$ cat src/rtl/cal_ddssweep.sv
// ---------------------------------------------------------------------------
// cal_ddssweep
//
// Purpose:
//   Steps a downstream clock divider through a list of divisors, from a start
//   divisor towards a stop divisor, in fixed increments. Every divisor is
//   presented one cycle ahead of a two-cycle load strobe. It is then held for a
//   programmable dwell time before the next divisor is chosen. The last step
//   is clamped to the stop divisor, so the sweep always ends exactly on it.
//
// Ports:
//   i_clkin     system clock, every flop runs on its rising edge
//   i_reset     synchronous active-high reset
//   i_start     sweep request, level-sampled while idle
//   i_abort     cancels a running sweep, sampled every cycle
//   i_startdiv  first divisor of the sweep (0 is promoted to 1)
//   i_stopdiv   last divisor of the sweep (0 is promoted to 1)
//   i_stepdiv   divisor increment magnitude (0 is promoted to 1)
//   i_dwell     cycles each divisor is held after its load strobe (0 -> 1)
//   o_divcount  divisor for the downstream divider, registered
//   o_load      latch strobe for the downstream divider, registered
//   o_busy      high whenever a sweep is in progress, registered
//   o_done      single-cycle pulse when a sweep completes normally
// ---------------------------------------------------------------------------
module cal_ddssweep (
  input  logic       i_clkin,
  input  logic       i_reset,
  input  logic       i_start,
  input  logic       i_abort,
  input  logic [5:0] i_startdiv,
  input  logic [5:0] i_stopdiv,
  input  logic [5:0] i_stepdiv,
  input  logic [7:0] i_dwell,
  output logic [5:0] o_divcount,
  output logic       o_load,
  output logic       o_busy,
  output logic       o_done
);

  typedef enum logic [2:0] {
    S_IDLE  = 3'd0,
    S_SETUP = 3'd1,
    S_LOAD  = 3'd2,
    S_DWELL = 3'd3,
    S_DONE  = 3'd4
  } sweepState_t;

  sweepState_t r_state;
  sweepState_t w_nextState;

  // Sweep parameters are captured once at start so that input changes
  // during a sweep cannot disturb it.
  logic [5:0] r_divCount;
  logic [5:0] r_stopDiv;
  logic [5:0] r_stepDiv;
  logic [7:0] r_dwell;
  logic       r_dirDown;

  // Shared down-counter: remaining LOAD cycles, then remaining DWELL cycles.
  logic [7:0] r_cnt;

  logic       r_load;
  logic       r_busy;
  logic       r_done;

  logic [5:0] w_startSel;
  logic [5:0] w_stopSel;
  logic [5:0] w_stepSel;
  logic [7:0] w_dwellSel;
  logic [6:0] w_sum;
  logic [6:0] w_diff;
  logic [6:0] w_stop7;
  logic [5:0] w_stepNext;
  logic [5:0] w_nextDivCount;
  logic [7:0] w_nextCnt;
  logic       w_capture;

  // Zero is not a usable divisor, step or dwell. Promote each of them to 1
  // before capture, so the sweep logic never sees a zero.
  always_comb begin
    w_startSel = (i_startdiv == 6'd0) ? 6'd1 : i_startdiv;
    w_stopSel  = (i_stopdiv  == 6'd0) ? 6'd1 : i_stopdiv;
    w_stepSel  = (i_stepdiv  == 6'd0) ? 6'd1 : i_stepdiv;
    w_dwellSel = (i_dwell    == 8'd0) ? 8'd1 : i_dwell;
  end

  // Next divisor of the sweep. The arithmetic is one bit wider than the
  // divisor. In that extra bit, a carry past 63 going up, or a borrow below
  // zero going down, shows up as bit 6 being set.
  // Any result that reaches or passes the stop divisor is clamped to the stop
  // divisor. That clamp also covers overflow and underflow, because stop
  // always lies in 1..63.
  always_comb begin
    w_sum   = {1'b0, r_divCount} + {1'b0, r_stepDiv};
    w_diff  = {1'b0, r_divCount} - {1'b0, r_stepDiv};
    w_stop7 = {1'b0, r_stopDiv};
    if (r_dirDown) begin
      if (w_diff[6] || (w_diff <= w_stop7)) begin
        w_stepNext = r_stopDiv;
      end else begin
        w_stepNext = w_diff[5:0];
      end
    end else begin
      if (w_sum >= w_stop7) begin
        w_stepNext = r_stopDiv;
      end else begin
        w_stepNext = w_sum[5:0];
      end
    end
  end

  // Next-state logic.
  // Sequence per divisor: one SETUP cycle, then two LOAD cycles, then
  // r_dwell DWELL cycles. The divisor only changes when DWELL hands over to
  // SETUP, so it is never moving while load is high or just before.
  // Abort overrides everything once a sweep is running. It leaves the
  // divisor untouched, so the downstream divider keeps its current setting.
  always_comb begin
    w_nextState    = r_state;
    w_nextDivCount = r_divCount;
    w_nextCnt      = r_cnt;
    w_capture      = 1'b0;

    case (r_state)
      S_IDLE: begin
        if (i_start && !i_abort) begin
          w_capture      = 1'b1;
          w_nextDivCount = w_startSel;
          w_nextState    = S_SETUP;
        end
      end

      S_SETUP: begin
        w_nextState = S_LOAD;
        w_nextCnt   = 8'd1;
      end

      S_LOAD: begin
        if (r_cnt == 8'd0) begin
          w_nextState = S_DWELL;
          w_nextCnt   = r_dwell - 8'd1;
        end else begin
          w_nextCnt = r_cnt - 8'd1;
        end
      end

      S_DWELL: begin
        if (r_cnt == 8'd0) begin
          if (r_divCount == r_stopDiv) begin
            w_nextState = S_DONE;
          end else begin
            w_nextDivCount = w_stepNext;
            w_nextState    = S_SETUP;
          end
        end else begin
          w_nextCnt = r_cnt - 8'd1;
        end
      end

      S_DONE: begin
        w_nextState = S_IDLE;
      end

      default: begin
        w_nextState = S_IDLE;
      end
    endcase

    if ((r_state != S_IDLE) && i_abort) begin
      w_nextState    = S_IDLE;
      w_nextDivCount = r_divCount;
      w_nextCnt      = r_cnt;
    end
  end

  // State, parameter and output registers.
  // The outputs are decoded from the next state, so they line up exactly with
  // the state register and come straight out of flops. A reset or an abort
  // therefore drops load on the same edge that leaves the LOAD state.
  always_ff @(posedge i_clkin) begin
    if (i_reset) begin
      r_state    <= S_IDLE;
      r_divCount <= 6'd1;
      r_stopDiv  <= 6'd0;
      r_stepDiv  <= 6'd0;
      r_dwell    <= 8'd0;
      r_dirDown  <= 1'b0;
      r_cnt      <= 8'd0;
      r_load     <= 1'b0;
      r_busy     <= 1'b0;
      r_done     <= 1'b0;
    end else begin
      r_state    <= w_nextState;
      r_divCount <= w_nextDivCount;
      r_cnt      <= w_nextCnt;
      if (w_capture) begin
        r_stopDiv <= w_stopSel;
        r_stepDiv <= w_stepSel;
        r_dwell   <= w_dwellSel;
        r_dirDown <= (w_stopSel < w_startSel);
      end
      r_load <= (w_nextState == S_LOAD);
      r_busy <= (w_nextState != S_IDLE);
      r_done <= (w_nextState == S_DONE);
    end
  end

  assign o_divcount = r_divCount;
  assign o_load     = r_load;
  assign o_busy     = r_busy;
  assign o_done     = r_done;

endmodule

$ cat config.mk
export PLATFORM = sky130hd
export DESIGN_NAME = cal_ddssweep
export DESIGN_NICKNAME = d
export VERILOG_FILES = /design/src/rtl/cal_ddssweep.sv
export SDC_FILE = /design/constraint.sdc
export NUM_CORES = 1
export LEC_CHECK = 0
export BUFFER_PORTS_ARGS = -buffer_cell sky130_fd_sc_hd__buf_4
export CORE_AREA = 2 2 100 102
export DETAILED_ROUTE_END_ITERATION = 6
export DIE_AREA = 0 0 102 104
export PLACE_DENSITY_LB_ADDON = 0.3
export SLEW_MARGIN = 10
export SYNTH_ARGS = -nofsm -noshare
export SYNTH_HDL_FRONTEND = slang
export SYNTH_SLANG_ARGS = --single-unit
$ cat constraint.sdc
create_clock -name i_clkin -period 3.2 [get_ports i_clkin]
set_clock_uncertainty 0.2 [all_clocks]
set_input_delay 0.32 -clock i_clkin [delete_from_list [all_inputs] [get_ports i_clkin]]
set_output_delay 0.32 -clock i_clkin [all_outputs]
set_load 0.01 [all_outputs]
# == Word level (Yosys, flattened, before mapping) ==
# Cells that the tools add are included.
# totals
register_bits,41
elab_cells,66
out_inout_bits,9
input_bits,30
# classes
muxes,22
reduce_logical,16
addsub,4
n_bitwise,1
eq_ne,10
n_lt_le_gt_ge,3
# op_table
op,n
two-way mux 6 bit,9
two-way mux 8 bit,3
one-hot mux 8 bit (3 select lines),1
zero test 6 bit,3
zero test 8 bit,2
"subtractor 8 x 1 -> 8 bit, second input constant",2
two-way mux 3 bit,5
one-hot mux 3 bit (4 select lines),1
one-hot mux 6 bit (2 select lines),1
"equality test 3 x 2 -> 1 bit, second input constant",3
nonzero test 3 bit,3
"!= test 2 bit, second input constant",4
adder 6 x 6 -> 7 bit,1
greater-or-equal comparator 7 x 6 -> 1 bit,1
<= comparator 7 x 6 -> 1 bit,1
subtractor 6 x 6 -> 7 bit,1
equality test 6 bit,1
< comparator 6 bit,1
AND reduction 5 bit,1
"equality test 3 x 1 -> 1 bit, second input constant",1
"equality test 3 bit, second input constant",1
zero test 3 bit,1
AND reduction 3 bit,1
logical AND 1 bit,2
5 further kinds,6

# == Logic depth before layout (Yosys ltp) ==
# Gate-level depths: netlist (run 1).
# logic_depth
depth_word,8
depth_mapped,15
depth_no_buf,14

# == Least setup slack after synthesis (run 1) ==
# Ideal clock, no wire load.
# synth_path
path_type,register to register
start,"register r_divCount[2], in the netlist o_divcount[2]"
end,"register r_divCount[5], in the netlist o_divcount[5]"
required_ns,2.874
stages_incl_launch_ff,13
setup_ns,0.126
period_less_slack_ns,3.469
path_buffers,1
t_arrival_ns,3.143
slack_ns,-0.269
cell_sequence,dfxtp_1 > ha_1 > clkbuf_1 > or3b_2 > nand3_1 > xnor2_1 > ha_1 > a21o_1 > a2111oi_0 > o211ai_1 > mux2_2 > o311ai_1 > a21oi_1
# synth_via
elab_chain_cells,8
elab_cells_between_ends,14
classes_between,2 x add/sub; 2 x order compare; 2 x eq/ne; 6 x mux; 2 x reduce/logical
# synth_lines
item,line_no,text
from (decl),53,logic [5:0] r_divCount;
from (signal assigned),194,r_divCount <= w_nextDivCount;
subtractor 6 x 6 -> 7 bit,95,"w_diff = {1'b0, r_divCount} - {1'b0, r_stepDiv};"
<= comparator 7 x 6 -> 1 bit,98,if (w_diff[6] || (w_diff <= w_stop7)) begin
logical OR 1 bit,98,
two-way mux 6 bit,98,
two-way mux 6 bit,97,if (r_dirDown) begin
two-way mux 6 bit,149,if (r_divCount == r_stopDiv) begin
two-way mux 6 bit,148,if (r_cnt == 8'd0) begin
one-hot mux 6 bit (2 select lines),124,case (r_state)
# Several ways; a longest one is shown, not always the timed one. The select of a mux whose other input is x is not followed.
# A chain may end at the register's enable or synchronous reset.

# == Worst setup path in the final report (run 1) ==
# layout_path
start,"register r_divCount[0], in the netlist o_divcount[0]"
end,"register r_divCount[2], in the netlist o_divcount[2]"
# Same word-level chain as after synthesis.

==> results_dict.tcl, run 1 <==
set metrics [dict create \
    fmax_ghz 0.296 \
    grt_pass1_wl_mm 16.2 \
    final.period_utilization 1.05 \
    rows 36 \
    initial_core_util 0.340 \
    crit_path_max_incr_delay_ns 0.37 \
    routed_wl_mm 10.1 \
    peakVddDrop_mv 0.258 \
    rsz0062_at_grt "yes" \
    final_max_slew_viol_count 0 \
    drc 0 \
    place_congestion 0.862 \
    finalCriticalPeriod_ns 3.37 \
    drive_above_1_share 0.336 \
    final_core_util 0.467 \
    critPathMostFrequentCell "ha_4" \
    status "finished with violations" \
    ys_seq_area_frac 0.253 \
    worst_pin_slew_ns 0.708 \
    clockRootBuffer "clkbuf_8" \
    cp-end-kind "flop" \
    crit_type "reg -> reg" \
    violations "negative setup slack" \
    muxShareOfSynthArea 0.0204 \
    yosysUniqueCellTypes 65 \
    fin_cells 624 \
    yosysTopAreaCell "dfxtp_1" \
    track_usage 0.187 \
    cp.arrival_ns 3.35 \
    hp-class "in -> reg" \
    cts_tree "done" \
    synth_xor_area_frac 0.0405 \
    r2r_cells 13 \
    leakage_nw 1.83 \
    startpoint "o_divcount[0]" \
    numPortBuffers 38 \
    tns_ns -0.847 \
    crit_family "compound AO/OA/AOI/OAI gates" \
    area_growth_pct 37.4 \
    async_flop_share 0 \
    nNetsFinal 553 \
    grt_max_degree 42 \
    yosysMostFrequentCell "nand2_1" \
    synth_edf_count 0 \
    core_mm2 0.00955 \
    slowest_stage "fa_2" \
    critPathBufInv 1 \
    pre_cts_ws_ns -0.252 \
    final-setup-viol-count 6 \
    synth.area.top_cells "dfxtp_1 (25%), ha_1 (12%), a21oi_1 (5.4%)" \
    maxCapViolCount 0 \
    die_w_um 102 \
    synth_area_mm2 0.00325 \
    syn-num-nets 476 \
    clockBufferDepth 2 \
    rr_endpoint "o_divcount[2]" \
    cp.depth 13 \
    vias_per_cell 5.47 \
    critical_path.endpoint "o_divcount[2]" \
    yosys_most_used_dff "dfxtp_1" \
    reg2reg_from "o_divcount[0]" \
    io_pins 39 \
    grt_pass1_vias 3272 \
    num_antenna_cells 0 \
    firstDrtPassIters 5 \
    synthCells 413 \
    powerDensity_mw_per_mm2 403 \
    numCtsBuffers 5 \
    syn_area_per_cell_um2 7.86 \
    crit_fanout 3 \
    hold_slack_ns 0.0722 \
    die_area_mm2 0.0106 \
    clk_latency_ns 0.31 \
    synth_compound_area_frac 0.264 \
    die_h_um 104 \
    worstPathCellList "ha_4 -> fa_2 -> nand2b_4 -> a21oi_2 -> xnor2_2 -> ha_4 -> a21o_1 -> a2111oi_4 -> o211ai_1 -> buf_4 -> mux2_4 -> o221ai_2 -> o22ai_1" \
    place_inst 599 \
    worstPathRequired_ns 3.17 \
    grt.overflow.total 0 \
    r2r_slack_ns -0.17 \
    numClockSinks 41 \
    antenna_found_initial 0 \
    hold_viol 0 \
    synthSimpleGateAreaFrac 0.226 \
    ys_seq_elements 41 \
    synth_common_cells "nand2_1 (45), dfxtp_1 (41), a21oi_1 (35)" \
    synth_fa_ha_area_frac 0.132 \
    wl_per_cell_um 16.3 \
    synth_top_family_by_area "compound AO/OA/AOI/OAI gates" \
    worst_slack_ns -0.174 \
    worst_setup_path_start_kind "flop" \
    dp.final_hpwl_mm 7.32 \
    synth_top_area_frac 0.253 \
    drtIter0Drc 247 \
    yosys_warnings 0 \
    htree_levels 2 \
    slew_headroom 0.527 \
    vias 3416 \
    clk_pin_slew_ns 0.09 \
    ant_nets 0 \
]
worst min path at each step:
stage	start	end	slack, ns	depth (start not counted)
CTS	i_stepdiv[0]	r_stepDiv[0]	0.07	3
detailed placement	r_dwell[1]	r_dwell[1]	0.30	2
finish	i_stepdiv[1]	r_stepDiv[1]	0.07	3
global route	i_dwell[5]	r_dwell[5]	0.07	3
floorplan	i_reset	r_state[2]	0.21	1
global placement	r_dwell[7]	r_dwell[7]	0.28	2
through the flow:
step | instance area [um^2] | power (mW)
finish | 4460 | 1.80
global placement | 3920 | 1.13
detailed placement | 3920 | 1.15
floorplan | 3280 | 0.935
CTS | 4300 | 1.71
global route | 4460 | 1.88
area by class of cell:
class	count	area, um^2
clock inverter	2	37.5
inverter	28	105
fill	923	5090
clock buffer	6	82.6
sequential	41	838
multi-input combinational	319	2510
timing repair buffer	95	717
tap	133	166
routing by layer:
metal  vias up  part of all wire  global-route usage
met5         -                 0                   0
met4         0             0.018              0.0419
met3        16             0.051              0.0302
met2       104              0.46               0.291
met1      1632              0.47               0.271
li1       1664                 -                   -
worst reg2reg max path, cell delays in order, from the launching register on:
cell and delay, ns:
dfxtp_2 0.35, ha_4 0.16, fa_2 0.37, nand2b_4 0.09, a21oi_2 0.07, xnor2_2 0.25
ha_4 0.25, a21o_1 0.19, a2111oi_4 0.36, o211ai_1 0.20, buf_4 0.19, mux2_4 0.30
o221ai_2 0.16, o22ai_1 0.10
flip-flops by register name, summed over array words and instances (netlist names):
signal / count
r_state: 3
o_done: 1
r_dirDown: 1
o_divcount: 6
r_stopDiv: 6
r_stepDiv: 6
r_cnt: 8
o_busy: 1
o_load: 1
r_dwell: 8
placed cells by master, fill, tap and decap left out, types with 5 or more instances in the layout:
cell,count
a211oi_1,6
a21boi_0,5
a21o_1,6
a21oi_1,34
buf_4,94
clkbuf_8,6
dfxtp_1,31
dfxtp_2,8
ha_1,21
ha_4,9
inv_1,25
nand2_1,45
nand2b_1,5
nand3_1,7
nor2_1,26
nor2b_1,5
nor3_1,8
nor4_1,7
o211ai_1,7
o21ai_0,9
o21ai_1,5
o22ai_1,10
or4_1,7
xnor2_1,6
xor2_1,8
power breakdown:
part	total (mW)	internal [mW]	switching, mW
clock	0.459	0.254	0.204
combinational	0.771	0.400	0.371
sequential	0.567	0.533	0.0338
cell families after synthesis:
logic type	count (synthesis)
XOR/XNOR	15
multiplexers	6
adder cells (fa/ha/maj)	33
buffers and inverters	53
flip-flops	41
AO/OA/AOI/OAI	126
AND/OR/NAND/NOR	139
repair_timing:
item / 4_1_cts / 5_1_grt
endpoints found under the hold margin: 0 / 0
endpoints found under the setup margin: 6 / 6
buffers inserted: 15 / 2
resized for setup: 25 / 22
pin swaps: 15 / 12
hold buffers: 0 / 0
Note: power is estimated with default switching activity, not from simulation.
==> run 2, diff against run 1 <==
CORE_AREA = 2 2 82 84   (was 2 2 100 102)
DIE_AREA = 0 0 84 86   (was 0 0 102 104)
TNS_END_PERCENT = 20   (was unset)
==> results_dict.tcl, run 2 (synthesis gave the netlist of run 1 again) <==
set metrics [dict create \
    status "finished with violations" \
    violations "negative setup slack" \
    cts_tree "done" \
    crit_type "reg -> reg" \
    maxCapViolCount 0 \
    clk_pin_slew_ns 0.08 \
    fmax_ghz 0.290 \
    clockRootBuffer "clkbuf_8" \
    grt_pass1_wl_mm 16.8 \
    hold_viol 0 \
    drive_above_1_share 0.341 \
    crit_fanout 6 \
    antenna_found_initial 0 \
    vias_per_cell 6.50 \
    worst_slack_ns -0.252 \
    num_antenna_cells 0 \
    routed_wl_mm 11.4 \
    wl_per_cell_um 19.9 \
    hold_slack_ns 0.0685 \
    critPathBufInv 2 \
    numPortBuffers 38 \
    numCtsBuffers 5 \
    rows 29 \
    ant_nets 0 \
    place_congestion 0.898 \
    slowest_stage "or3b_4" \
    final_common_cell "buf_4" \
    place_inst 542 \
    reg.largest.list "r_cnt x8, r_dwell x8" \
    firstDrtPassIters 5 \
    worstPathRequired_ns 3.17 \
    hp-class "in -> reg" \
    final_core_util 0.700 \
    p_total_mw 1.68 \
    crit_family "compound AO/OA/AOI/OAI gates" \
    critPathMostFrequentCell "ha_1" \
    die_area_mm2 0.00722 \
    fin_cells 575 \
    final_cell_mix "buf_4 (102), nand2_1 (45), a21oi_1 (34)" \
    drtIter0Drc 422 \
    cp.arrival_ns 3.42 \
    peakVddDrop_mv 0.292 \
    final-setup-viol-count 6 \
    rsz0062_at_grt "yes" \
    powerDensity_mw_per_mm2 382 \
    r2r_slack_ns -0.25 \
    dp.final_hpwl_mm 6.87 \
    track_usage 0.289 \
    leakage_nw 1.85 \
    cp-end-kind "flop" \
    finalCriticalPeriod_ns 3.45 \
    htree_levels 2 \
    grt_pass1_vias 3427 \
    pre_cts_ws_ns -0.269 \
    tns_ns -1.08 \
    placed_cell_area_mm2 0.00384 \
    drc 0 \
    slew_headroom 0.459 \
    worst_pin_slew_ns 0.811 \
    vias 3737 \
    grt.overflow.total 0 \
    clockBufferDepth 2 \
    grt_max_degree 42 \
    final.period_utilization 1.08 \
    numClockSinks 41 \
    worst_setup_path_start_kind "flop" \
    die_h_um 86 \
    final_max_slew_viol_count 0 \
    worstPathCellList "inv_1 -> ha_1 -> or3b_4 -> nand3_2 -> xnor2_2 -> ha_1 -> a21o_1 -> a2111oi_4 -> o211ai_1 -> buf_4 -> mux2_4 -> o221ai_2 -> o22ai_1" \
    die_w_um 84 \
    nNetsFinal 561 \
    core_mm2 0.00628 \
    crit_path_max_incr_delay_ns 0.40 \
    initial_core_util 0.517 \
    clk_latency_ns 0.30 \
    area_growth_pct 35.4 \
    io_pins 39 \
    final_cell_area_mm2 0.00439 \
]
run 2: cell types whose count changed in the layout (fill, tap and decap cells not counted), sizes merged:
cell / change
buf: +8
clkinvlp: -1
bufinv: -1
clkinv: +1
run 2: final timing paths:
kind | from | end | depth (start not counted)
worst max-delay path | r_stepDiv[1] | o_divcount[1] | 13
worst min-delay path | i_stepdiv[0] | r_stepDiv[0] | 3
worst max register to register | r_stepDiv[1] | o_divcount[1] | 13
worst min register to register | r_dwell[1] | r_dwell[1] | 2
run 2: metal layers:
layer	up-vias	track usage	wire (um)
met4	0	0.145	645
met3	68	0.0491	1010
met1	1728	0.364	4520
li1	1693	-	-
met5	-	0	0
met2	248	0.479	5250
run 2: final cells by class:
class                      count  area (um^2)
clock buffer                   6         72.6
clock inverter                 1         8.76
fill                         447         1880
inverter                      28          105
multi-input combinational    319         2490
sequential                    41          840
tap                           77         96.3
timing repair buffer         103          777
run 2: where the power goes:
| part | total [mW] | internal [mW] | switching, mW | leakage (nW) |
|---|---|---|---|---|
| logic | 0.780 | 0.388 | 0.391 | 1.47 |
| registers | 0.570 | 0.533 | 0.0368 | 0.339 |
| clock network | 0.330 | 0.151 | 0.179 | 0.0412 |
| total | 1.68 | 1.07 | 0.607 | 1.85 |
run 2: timing repair:
item / 4_1_cts / 5_1_grt
pin swaps: 8 / 16
resized for setup: 16 / 31
gates cloned: 0 / 0
hold buffers: 0 / 0
endpoints found under the setup margin: 6 / 6
buffers inserted: 18 / 8
endpoints found under the hold margin: 0 / 0
run 2: worst reg2reg max path, stage by stage (launching register included):
cell and delay (ns):
dfxtp_2 0.37, inv_1 0.08, ha_1 0.29, or3b_4 0.40
nand3_2 0.11, xnor2_2 0.11, ha_1 0.22, a21o_1 0.22
a2111oi_4 0.35, o211ai_1 0.13, buf_4 0.20, mux2_4 0.32
o221ai_2 0.20, o22ai_1 0.13
==> run 3, diff against run 2 <==
BUFFER_PORTS_ARGS = -buffer_cell sky130_fd_sc_hd__buf_2   (was -buffer_cell sky130_fd_sc_hd__buf_4)
==> results_dict.tcl, run 3 (synthesis gave the netlist of run 1 again) <==
set metrics [dict create \
    grt_max_degree 42 \
    worst_pin_slew_ns 0.812 \
    slew_headroom 0.459 \
    peakVddDrop_mv 0.285 \
    finalCriticalPeriod_ns 3.41 \
    drc 0 \
    fmax_ghz 0.293 \
    numClockSinks 41 \
    numCtsBuffers 5 \
    rsz0062_at_grt "yes" \
    final_core_util 0.677 \
    status "finished with violations" \
    final_common_cell "buf_4" \
    grt_pass1_vias 3285 \
    num_antenna_cells 0 \
    crit_fanout 6 \
    rows 29 \
    htree_levels 2 \
    final.period_utilization 1.07 \
    met1_length_mm 4.39 \
    leakage_nw 1.77 \
    register_area_um2 837 \
    fillers 490 \
    pre_cts_ws_ns -0.224 \
    wl_met2_mm 4.75 \
    place_congestion 0.943 \
    wl_per_cell_um 18.2 \
    violations "negative setup slack" \
    met3_length_um 700 \
    ant_nets 0 \
    cts_tree "done" \
    die_w_um 84 \
    numPortBuffers 38 \
    reg.largest.list "r_cnt x8, r_dwell x8" \
    core_mm2 0.00628 \
    multi_input_area_mm2 0.00252 \
    worst_slack_ns -0.211 \
    clk_pin_slew_ns 0.08 \
    firstDrtPassIters 5 \
    top_layer_used "met4" \
    crit_path_max_incr_delay_ns 0.54 \
    clk_latency_ns 0.30 \
    tns_ns -1.19 \
    vias_per_cell 6.29 \
    powerDensity_mw_per_mm2 406 \
    final_cell_mix "buf_4 (51), nand2_1 (45), buf_2 (38)" \
    dp.final_hpwl_mm 7.00 \
    area_growth_pct 30.9 \
    antenna_found_initial 0 \
    drive_above_1_share 0.337 \
    track_usage 0.265 \
    die_area_mm2 0.00722 \
    drtIter0Drc 301 \
    io_pins 39 \
    die_h_um 86 \
    cp-end-kind "flop" \
    hold_viol 0 \
    nNetsFinal 548 \
    final-setup-viol-count 6 \
    maxCapViolCount 0 \
    hp-class "in -> reg" \
    final_max_slew_viol_count 0 \
    worstPathRequired_ns 3.16 \
    routed_wl_mm 10.2 \
    clockRootBuffer "clkbuf_8" \
    slowest_stage "nor3b_1" \
    worstPathCellList "buf_4 -> ha_4 -> nor3b_1 -> a2111oi_4 -> nand3b_1 -> ha_4 -> a2111oi_4 -> o211ai_1 -> buf_4 -> mux2_4 -> o221ai_2 -> o22ai_1" \
    crit_type "reg -> reg" \
    initial_core_util 0.517 \
    worst_setup_path_start_kind "flop" \
    clockBufferDepth 2 \
    grt_pass1_wl_mm 15.6 \
    grt.overflow.total 0 \
    vias 3539 \
    cp.arrival_ns 3.37 \
]
run 3: cell types whose count changed in the layout (fill, tap and decap cells not counted), sizes merged:
cell,delta
buf,-14
a21o,+1
bufinv,+1
clkbuf,+1
clkinv,-1
run 3: path summary, 6_finish.rpt:
| check | cells past startpoint | slack (ns) | endpoint | from |
|---|---|---|---|---|
| setup / recovery | 12 | -0.21 | o_divcount[1] | o_divcount[4] |
| hold / removal | 3 | 0.06 | r_stepDiv[0] | i_stepdiv[0] |
| setup reg to reg | 12 | -0.21 | o_divcount[1] | o_divcount[4] |
| hold reg to reg | 2 | 0.29 | r_dwell[1] | r_dwell[1] |
run 3: per-layer routing:
layer / GRT usage / vias to the layer above
met5: 0 / -
met4: 0.0792 / 0
met3: 0.0414 / 41
met2: 0.451 / 184
met1: 0.348 / 1649
li1: - / 1665
run 3: layout make-up:
class / count / share of cell area
multi-input cells: 320 / 0.593
clock inverters: 1 / 0.00707
well taps: 77 / 0.0227
repair buffers: 89 / 0.135
flip-flops and latches: 41 / 0.197
clock buffers: 7 / 0.0203
inverters: 28 / 0.0247
run 3: timing repair:
item,4_1_cts,5_1_grt
cloned,0,1
pin swaps,6,18
gates resized for setup,12,40
hold buffers,0,0
endpoints found under the setup margin,6,6
buffers inserted,7,3
run 3: metrics by stage:
stage	instances	hold WS (ns)	total power [mW]	cell area [um^2]
floorplan	413	0.207	0.935	3280
global placement	544	0.269	1.12	3760
detailed placement	544	0.285	1.14	3760
CTS	559	0.0601	1.60	4010
global route	563	0.0743	1.81	4250
finish	563	0.0595	1.72	4250
run 3: critical path, delay by kind of cell, from the launching register on:
kind	cells	cell delay, ns
AO/OA/AOI/OAI	5	0.86
AND/OR/NAND/NOR	2	0.75
adder cells (fa/ha/maj)	2	0.44
flip-flops	1	0.35
buffers and inverters	2	0.35
multiplexers	1	0.31
run 3: where the power goes:
part / switching [mW] / internal (mW)
clock network: 0.180 / 0.254
registers: 0.0357 / 0.534
logic: 0.366 / 0.355
